===== config.mk =====
export PLATFORM = sky130hd
export DESIGN_NAME = sct_update
export DESIGN_NICKNAME = d
export VERILOG_FILES = /design/src/rtl/sct_update.sv
export SDC_FILE = /design/constraint.sdc
export NUM_CORES = 1
export LEC_CHECK = 0
export BUFFER_PORTS_ARGS = -buffer_cell sky130_fd_sc_hd__buf_2
export CORE_MARGIN = 2
export CORE_UTILIZATION = 45
export DETAILED_ROUTE_END_ITERATION = 6
export PLACE_DENSITY = 0.67
export RECOVER_POWER = 50
export SLEW_MARGIN = 20
export SYNTH_ARGS = -nofsm -noshare
export SYNTH_HDL_FRONTEND = slang
export SYNTH_SLANG_ARGS = --single-unit

===== constraint.sdc =====
create_clock -name clk -period 3.4 [get_ports clk]
set_input_delay 0.34 -clock clk [delete_from_list [all_inputs] [get_ports clk]]
set_output_delay 0.34 -clock clk [all_outputs]
set_load 0.05 [all_outputs]

===== src/rtl/sct_update.sv =====
// rtl/sct_update.sv - serial sequence-control-tank update: bit-serial increment or serial jump load
// Ten-bit SCT register that is updated one bit per clock, LSB first.
module sct_update (
   input  logic       clk,
   input  logic       rst,
   input  logic       inc_start,
   input  logic       stop_one_b,
   input  logic       ep5,
   input  logic       ot_bit,
   output logic [9:0] sct_addr,
   output logic       sct_busy,
   output logic       sct_done,
   output logic       sct_wrap,
   output logic       sct_err
);

   typedef enum logic [1:0] {IDLE, INC, LOAD, FIN} state_t;

   state_t     state, state_nx;
   logic [3:0] bit_cnt;
   logic       carry;
   logic       wrap_q;
   logic       last_bit;

   assign last_bit = (bit_cnt == 4'd9);

   always_ff @(posedge clk) begin
      if (rst) state <= IDLE;
      else     state <= state_nx;
   end

   // ep5 outranks inc_start; a suppressed increment goes straight to FIN
   always_comb begin
      state_nx = state;
      case (state)
         IDLE: begin
            if (ep5)                           state_nx = LOAD;
            else if (inc_start && !stop_one_b) state_nx = INC;
            else if (inc_start)                state_nx = FIN;
         end
         INC:  if (last_bit) state_nx = FIN;
         LOAD: if (last_bit) state_nx = FIN;
         FIN:  state_nx = IDLE;
         default: state_nx = IDLE;
      endcase
   end

   always_ff @(posedge clk) begin
      if (rst) begin
         sct_addr <= 10'd0;
         bit_cnt  <= 4'd0;
         carry    <= 1'b0;
         wrap_q   <= 1'b0;
         sct_err  <= 1'b0;
      end else begin
         if ((inc_start || ep5) && state != IDLE) sct_err <= 1'b1;
         case (state)
            IDLE: begin
               bit_cnt <= 4'd0;
               carry   <= 1'b1;
               wrap_q  <= 1'b0;
            end
            INC: begin
               sct_addr[bit_cnt] <= sct_addr[bit_cnt] ^ carry;
               carry             <= sct_addr[bit_cnt] & carry;
               bit_cnt           <= bit_cnt + 4'd1;
               // carry out of the MSB means 1023 rolled over to 0
               if (last_bit) wrap_q <= sct_addr[bit_cnt] & carry;
            end
            LOAD: begin
               sct_addr[bit_cnt] <= ot_bit;
               bit_cnt           <= bit_cnt + 4'd1;
            end
            FIN: bit_cnt <= 4'd0;
            default: bit_cnt <= 4'd0;
         endcase
      end
   end

   assign sct_busy = (state == INC) || (state == LOAD);
   assign sct_done = (state == FIN);
   assign sct_wrap = (state == FIN) && wrap_q;

endmodule


Word-level counts from Yosys, hierarchy flattened. Cells that the tools add are included.

Muxes and demuxes: 16. Order comparisons: 2. $add $sub $neg: 1. Reduce and logical (&&, ||, !) cells: 15. Equality and inequality tests: 7. Bitwise operators: 2.

Operators by type and width (count): $bwmux W10 (2); $pmux W10 S2 (1); $mux W2 (4); $pmux W4 S2 (1); $pmux W2 S3 (1); $reduce_bool A2 Y1 (3); $lt A4 B5 Y1 const B (1); $add A4 B1 Y4 const B (1); $bmux W1 S4 (1); $demux W1 S4 (1); $eq A2 B2 Y1 const B (2); $eq A4 B4 Y1 const B (1); $ge A4 B1 Y1 const B (1); $logic_and A1 B1 Y1 (4); $ne A4 B4 Y1 const B (1); $pmux W1 S2 (2); $reduce_and A2 Y1 (2); $reduce_or A2 Y1 (2); $mux W1 (3); $eq A2 B1 Y1 const B (1); $logic_not A2 Y1 (1); $logic_or A1 B1 Y1 (2); $ne A2 B1 Y1 const B (1); $ne A2 B2 Y1 const B (1); other kinds (3) (3).

Register bits: 19.

Longest topological paths before layout. Gate-level depths: netlist of run 1.

Depth in word-level cells: 6. Mapped depth: 8.

Least setup slack after synthesis of run 1. No wires, ideal clock.

Path type: reg-to-reg. Start point: register sct_addr[9]. End point: register sct_addr[1]. Slack: 1411 ps. Buffers on the path: 0. Arrival time: 1871 ps. Cell stages (with the launch flop): 8. Period minus slack after synthesis: 1989 ps. Cells stage by stage: dfxtp_1 > mux2i_1 > nor3b_1 > o32a_1 > ha_1 > mux2_2 > nor3_1 > nor3_1.

Cells in the longest elaborated chain, start to end: 5.

Ends and longest elaborated chain: start: declaration (RTL line 10) `output logic [9:0] sct_addr,`; start signal: indexed assignment (RTL line 64) `sct_addr[bit_cnt] <= sct_addr[bit_cnt] ^ carry;`; start signal: indexed assignment (RTL line 71) `sct_addr[bit_cnt] <= ot_bit;`; $bmux W1 S4 (RTL line 64); $mux W1 (implied by the code) (RTL line 64); $xor A1 B1 Y1 (RTL line 64); $bwmux W10 (RTL line 64); $pmux W10 S2 (RTL line 57) `case (state)`.

Every way passes these cells. The select of a mux whose other input is x is not followed. A chain may end at the register's enable or synchronous reset.

Final worst setup path of run 1.
Start point: register bit_cnt[0]. End point: register sct_addr[3].

Cells in the longest elaborated chain, start to end: 6.

Ends and longest elaborated chain: start: declaration (RTL line 20) `logic [3:0] bit_cnt;`; start signal: assignment (RTL line 66) `bit_cnt <= bit_cnt + 4'd1;`; start signal: assignment (RTL line 72) `bit_cnt <= bit_cnt + 4'd1;`; $lt A4 B5 Y1 (implied by the code) / $ge A4 B1 Y1 (equally long branches) (RTL line 64, 71); $logic_and A1 B1 Y1 (implied by the code) (RTL line 64, 71); $mux W1 (implied by the code) (RTL line 64, 71); $demux W1 S4 (RTL line 64, 71); $bwmux W10, on equally long branches (RTL line 71, 64); $pmux W10 S2 (*) (RTL line 57).

Every way passes the cells marked *; elsewhere a longest branch is shown, timed or not. The select of a mux whose other input is x is not followed.

==> results.yml, run 1 <==
synth:
  ys_warn_count: 0
  avgSynthCellArea_um2: 9.25
  syn-num-nets: 136
  ys_async_sr_fraction: 0
  syn-cell-area_um2: 1110
  synth_seq_cells: 19
  synth_top_area_share: 0.343
  syn_inst: 120
  synth_edf_count: 0
  synth_cell_type_count: 37
  synth_largest_area_cell: "dfxtp_1"
  yosysSeqAreaShare: 0.343
  synth_area_leaders: "dfxtp_1 (34%), ha_1 (11%), mux2i_1 (9.9%)"
  ys.flop_type: "dfxtp_1"
timing:
  period_share: 0.700
  tightest_slew_ns: 0.599
  layout_min_cycle_time_ns: 2.38
  hold_violations: 0
  slew_headroom: 0.603
  slew_viol_final: 0
  skew_ns: 0.00926
  rsz0062_at_grt: "no"
  setup_viol: 0
  max_freq_ghz: 0.420
  fin_ws_ns: 1.02
  final.setup.tns_ns: 0
clock_network:
  clk_latency_ns: 0.31
  cts_tree: "built"
  ctsResizeCount: 0
  clk_path_buf_depth: 2
  ctsHoldBuffers: 0
  cts-root-buf: "clkbuf_4"
  cts_buffers: 3
  post-cts-setup-buffer-count: 0
  cts_sinks: 19
  htreeDepth: 1
  clk_pin_slew_ns: 0.11
route:
  route.detailed.drc: 0
  wire_per_inst_um: 13.6
  vias: 903
  avgViaCountPerCell: 5.54
  totalWireLength_um: 2220
  dr.pass1.iters: 4
  final_antenna_net_count: 0
  drtIter0Drc: 25
floorplan:
  die_area_um2: 2880
  num_rows: 17
  die_h_um: 53.7
  initial_core_util: 0.488
  design.core.area_um2: 2280
  die_w_um: 53.7
  pin_count: 20
min_path:
  hp-class: "primary input to register"
final_layout:
  final_nets: 152
  fin_area_um2: 1200
  drive_gt1_frac: 0.141
  num_antenna_cells: 0
  final_common_cell: "dfxtp_1"
  final_cell_mix: "dfxtp_1 (19), nor2_1 (16), mux2i_1 (11), clkbuf_1 (11), ha_1 (10)"
  area_growth_syn_to_layout_pct: 8.46
worst_setup_path:
  cp-end-kind: "register"
  criticalPathCategory: "register to register"
  critPathLaunchType: "register"
  critPathMaxFanout: 10
  arrival_ns: 2.57
  critical_path_required_ns: 3.59
  ff2ff_setup_slack_ns: 1.02
power_and_ir_drop:
  irDropWorstVdd_uv: 433
  cellPowerDensity_nw_per_um2: 761
  leakagePower_nw: 0.509
global_route:
  antenna_found_initial: 0
  grt_pass1_wl_um: 3690
  gr-total-overflow: 0
  grt_usage: 0.178
  grt_max_degree: 18
  grt_pass1_vias: 874
job:
  maxCapViolCount: 0
status:
  status: "completed"
place:
  placed_cell_area_um2: 1190
  place_ws_ns: 1.03
  gp_congestion: 0.818
  hpwl_um: 1640
  port_buffers: 19
-- where the power goes --
part	total, W	internal, W	switching (W)
clock	0.000116	0.0000440	0.0000718
combinational	0.000502	0.000179	0.000323
sequential	0.000299	0.000259	0.0000391
total	0.000917	0.000482	0.000434
-- synth_stat cells (all sizes together), types with 2 or more instances --
cell type	number
nand2	5
inv	6
a31oi	4
nor3	8
mux2	3
a21oi	3
o21ai	2
or2	2
nor2	17
nand4b	6
mux2i	11
buf	7
dfxtp	19
ha	10
-- layer usage --
layer | up-vias | GRT usage | part of all wire
met3 | 7 | 0.0361 | 0.038
met4 | 0 | 0.0855 | 0.024
met2 | 19 | 0.287 | 0.48
li1 | 443 | - | -
met5 | - | 0 | 0
met1 | 434 | 0.226 | 0.46
-- kinds of logic (layout without fill, tap and decap cells) --
kind of cell	after synthesis	in the layout	share of synthesized area
adder cells (fa/ha/maj)	10	10	0.113
flip-flops	19	19	0.343
multiplexers	14	14	0.136
XOR/XNOR	2	2	0.0158
AND/OR/NAND/NOR	46	46	0.226
AO/OA/AOI/OAI	15	15	0.101
buffers and inverters	14	29	0.0654
-- metrics by stage --
stage / hold slack, ns / util / power [W] / cells
after CTS: 0.393 / 0.535 / 0.000919 / 163
after global routing: 0.405 / 0.529 / 0.000980 / 163
after detailed placement: 0.492 / 0.523 / 0.000806 / 159
after floorplan: 0.464 / - / 0.000736 / 120
final: 0.385 / 0.529 / 0.000917 / 163
after global placement: 0.477 / 0.523 / 0.000797 / 159
-- critical path: stages (launching register included) --
cell     delay (ns)
dfxtp_1        0.65
mux2i_1        0.27
nor3b_1        0.07
o32a_1         0.36
ha_1           0.26
mux2_2         0.35
nor3_1         0.22
nor3_1         0.07
-- flip-flops by register name, summed over array words and instances (netlist names) --
name	cells
sct_addr	10
bit_cnt	4
state	2
carry	1
sct_err	1
wrap_q	1
-- final timing paths --
path,from,depth (start not counted),endpoint
setup / recovery,bit_cnt[0],7,sct_addr[3]
hold / removal,rst,2,sct_err
setup reg to reg,bit_cnt[0],7,sct_addr[3]
hold reg to reg,wrap_q,2,wrap_q
-- final cells by class --
type,instances,area [um2]
Clock buffer,3,22.5
Multi-Input combinational cell,87,657
Fill cell,214,1070
Clock inverter,1,5.00
Inverter,6,22.5
Tap cell,28,35.0
Sequential cell,19,380
Timing Repair Buffer,19,81.3
No activity file was read; power rests on OpenSTA's default activity.
==> run 2: changes to the inputs <==
ABC_AREA = 1   (was not set)
clock period = 2.3 ns   (was 3.4 ns; I/O delays follow)
==> results.yml, run 2 <==
synth:
  syn-num-nets: 177
  synth-compound-area-share: 0.110
  synth_xor_area_frac: 0.00818
  synthSimpleGateAreaFrac: 0.320
  synth_cell_type_count: 17
  ys_warn_count: 0
  yosysSeqAreaShare: 0.355
  ys.flop_type: "dfxtp_1"
  synth_largest_area_cell: "dfxtp_1"
  avgSynthCellArea_um2: 6.65
  muxShareOfSynthArea: 0
  syn-cell-area_um2: 1070
  synth_top_area_share: 0.355
  synth_top_family_by_area: "simple AND/OR/NAND/NOR gates"
  synth_seq_cells: 19
  synth-adder-area-share: 0.117
  yosysMostFrequentCell: "nand2_1"
  yosys-top-cells-count: "nand2_1 (38), nor2_1 (29), inv_1 (22)"
  synth_area_leaders: "dfxtp_1 (36%), nand2_1 (13%), ha_1 (12%)"
  ys_async_sr_fraction: 0
  syn_inst: 161
  synth_edf_count: 0
timing:
  tightest_slew_ns: 0.600
  layout_min_cycle_time_ns: 1.89
  max_freq_ghz: 0.529
  period_share: 0.822
  slew_headroom: 0.602
  final.setup.tns_ns: 0
  hold_violations: 0
  skew_ns: 0.0104
  slew_viol_final: 0
  setup_viol: 0
  rsz0062_at_grt: "no"
global_route:
  grt_max_degree: 14
  grt_usage: 0.190
  grt_pass1_wl_um: 3850
  grt_pass1_vias: 920
  antenna_found_initial: 0
  gr-total-overflow: 0
clock_network:
  htreeDepth: 1
  cts_tree: "built"
  ctsResizeCount: 0
  clk_pin_slew_ns: 0.11
  cts_sinks: 19
  clk_path_buf_depth: 2
  cts_buffers: 3
  ctsHoldBuffers: 0
  clk_latency_ns: 0.30
  cts-root-buf: "clkbuf_4"
  post-cts-setup-buffer-count: 0
route:
  final_antenna_net_count: 0
  route.detailed.drc: 0
  wire_per_inst_um: 10.8
  dr.pass1.iters: 4
  vias: 1040
  totalWireLength_um: 2270
  avgViaCountPerCell: 4.93
  drtIter0Drc: 16
worst_setup_path:
  arrival_ns: 2.12
  r2r_cells: 11
  cp-end-kind: "register"
  cp_top_family: "compound AO/OA/AOI/OAI gates"
  critPathMaxFanout: 10
  slowest_stage: "dfxtp_1"
  cp.depth: 11
  critPathLaunchType: "register"
  criticalPathCategory: "register to register"
  cpPeakStageDelay_ns: 0.43
  critical_path_required_ns: 2.53
  crit_path_cell_trace: "inv_1 -> nor2_4 -> nand3_1 -> nand2_1 -> nor2_1 -> nor2_1 -> ha_1 -> inv_1 -> o21ai_2 -> o21ai_0 -> a21oi_1"
  path_buf_inv: 2
power_and_ir_drop:
  cellPowerDensity_nw_per_um2: 1030
  irDropWorstVdd_uv: 550
  leakagePower_nw: 0.573
final_layout:
  regMostFlops: "sct_addr"
  area_growth_syn_to_layout_pct: 13.9
  drive_gt1_frac: 0.0820
  final_nets: 200
  reg_top3: "sct_addr (10), bit_cnt (4), state (2)"
  num_antenna_cells: 0
  fin_util: 0.546
  final_common_cell: "nand2_1"
  final_cell_mix: "nand2_1 (38), nor2_1 (28), inv_1 (22), dfxtp_1 (19), clkbuf_1 (13)"
  largest_reg_flops: 10
place:
  gp_congestion: 0.882
  port_buffers: 19
  hpwl_um: 1760
status:
  status: "completed"
min_path:
  hp-class: "primary input to register"
  hold_depth: 2
floorplan:
  initial_core_util: 0.480
  die_w_um: 52.8
  pin_count: 20
  design.core.area_um2: 2230
  die_h_um: 52.8
  num_rows: 17
  die_area_um2: 2790
job:
  maxCapViolCount: 0
[run 2: cell count changes after synthesis, moves of 9 or more]
cell     change
nand2_1     +33
inv_1       +16
nor2_1      +13
mux2i_1     -11
o21ai_0     +11
nand3_1      +9
[run 2: kinds of logic (layout without fill, tap and decap cells)]
group | after synthesis | count (layout)
compound gates | 23 | 23
simple gates | 83 | 83
fa+ha+maj | 10 | 10
flops | 19 | 19
buf+inv | 25 | 47
xor+xnor | 1 | 1
[run 2: power by group]
group          switching [W]  internal (W)  leakage [nW]
Clock               0.000102     0.0000676        0.0150
Combinational       0.000492      0.000185         0.404
Sequential         0.0000323      0.000378         0.155
[run 2: cell type report]
type	count	area, um2
inverter	22	82.6
clock buffer	4	26.3
multi-input combinational	117	601
sequential	19	380
tap	28	35.0
fill	233	1010
timing repair buffer	21	95.1
[run 2: path summary, 6_finish.rpt]
path         startpoint          end  slack [ns]
max          bit_cnt[2]  sct_addr[1]        0.41
min                 rst       wrap_q        0.13
max reg2reg  bit_cnt[2]  sct_addr[1]        0.41
min reg2reg     sct_err      sct_err        0.48
[run 2: worst register-to-register path, cell delays in order, from the launching register on]
cell	delay, ns
dfxtp_1	0.43
inv_1	0.12
nor2_4	0.19
nand3_1	0.11
nand2_1	0.09
nor2_1	0.04
nor2_1	0.10
ha_1	0.13
inv_1	0.04
o21ai_2	0.30
o21ai_0	0.12
a21oi_1	0.14
[run 2: per-stage QoR]
stage / setup slack [ns] / cell area [um2] / power (W) / hold slack, ns / cells
2_1_floorplan: 0.474 / 1070 / 0.000943 / 0.299 / 161
3_3_place_gp: 0.297 / 1200 / 0.00107 / 0.437 / 207
3_5_place_dp: 0.150 / 1200 / 0.00108 / 0.442 / 207
4_1_cts: 0.117 / 1230 / 0.00126 / 0.124 / 211
5_1_grt: 0.130 / 1220 / 0.00138 / 0.126 / 211
6_report: 0.409 / 1220 / 0.00126 / 0.130 / 211
[run 2: routing by layer]
metal	track usage	part of all wire	vias up
met5	0	0	-
met4	0.0897	0.015	0
met3	0.0257	0.035	4
met2	0.308	0.46	18
li1	-	-	554
met1	0.244	0.49	464
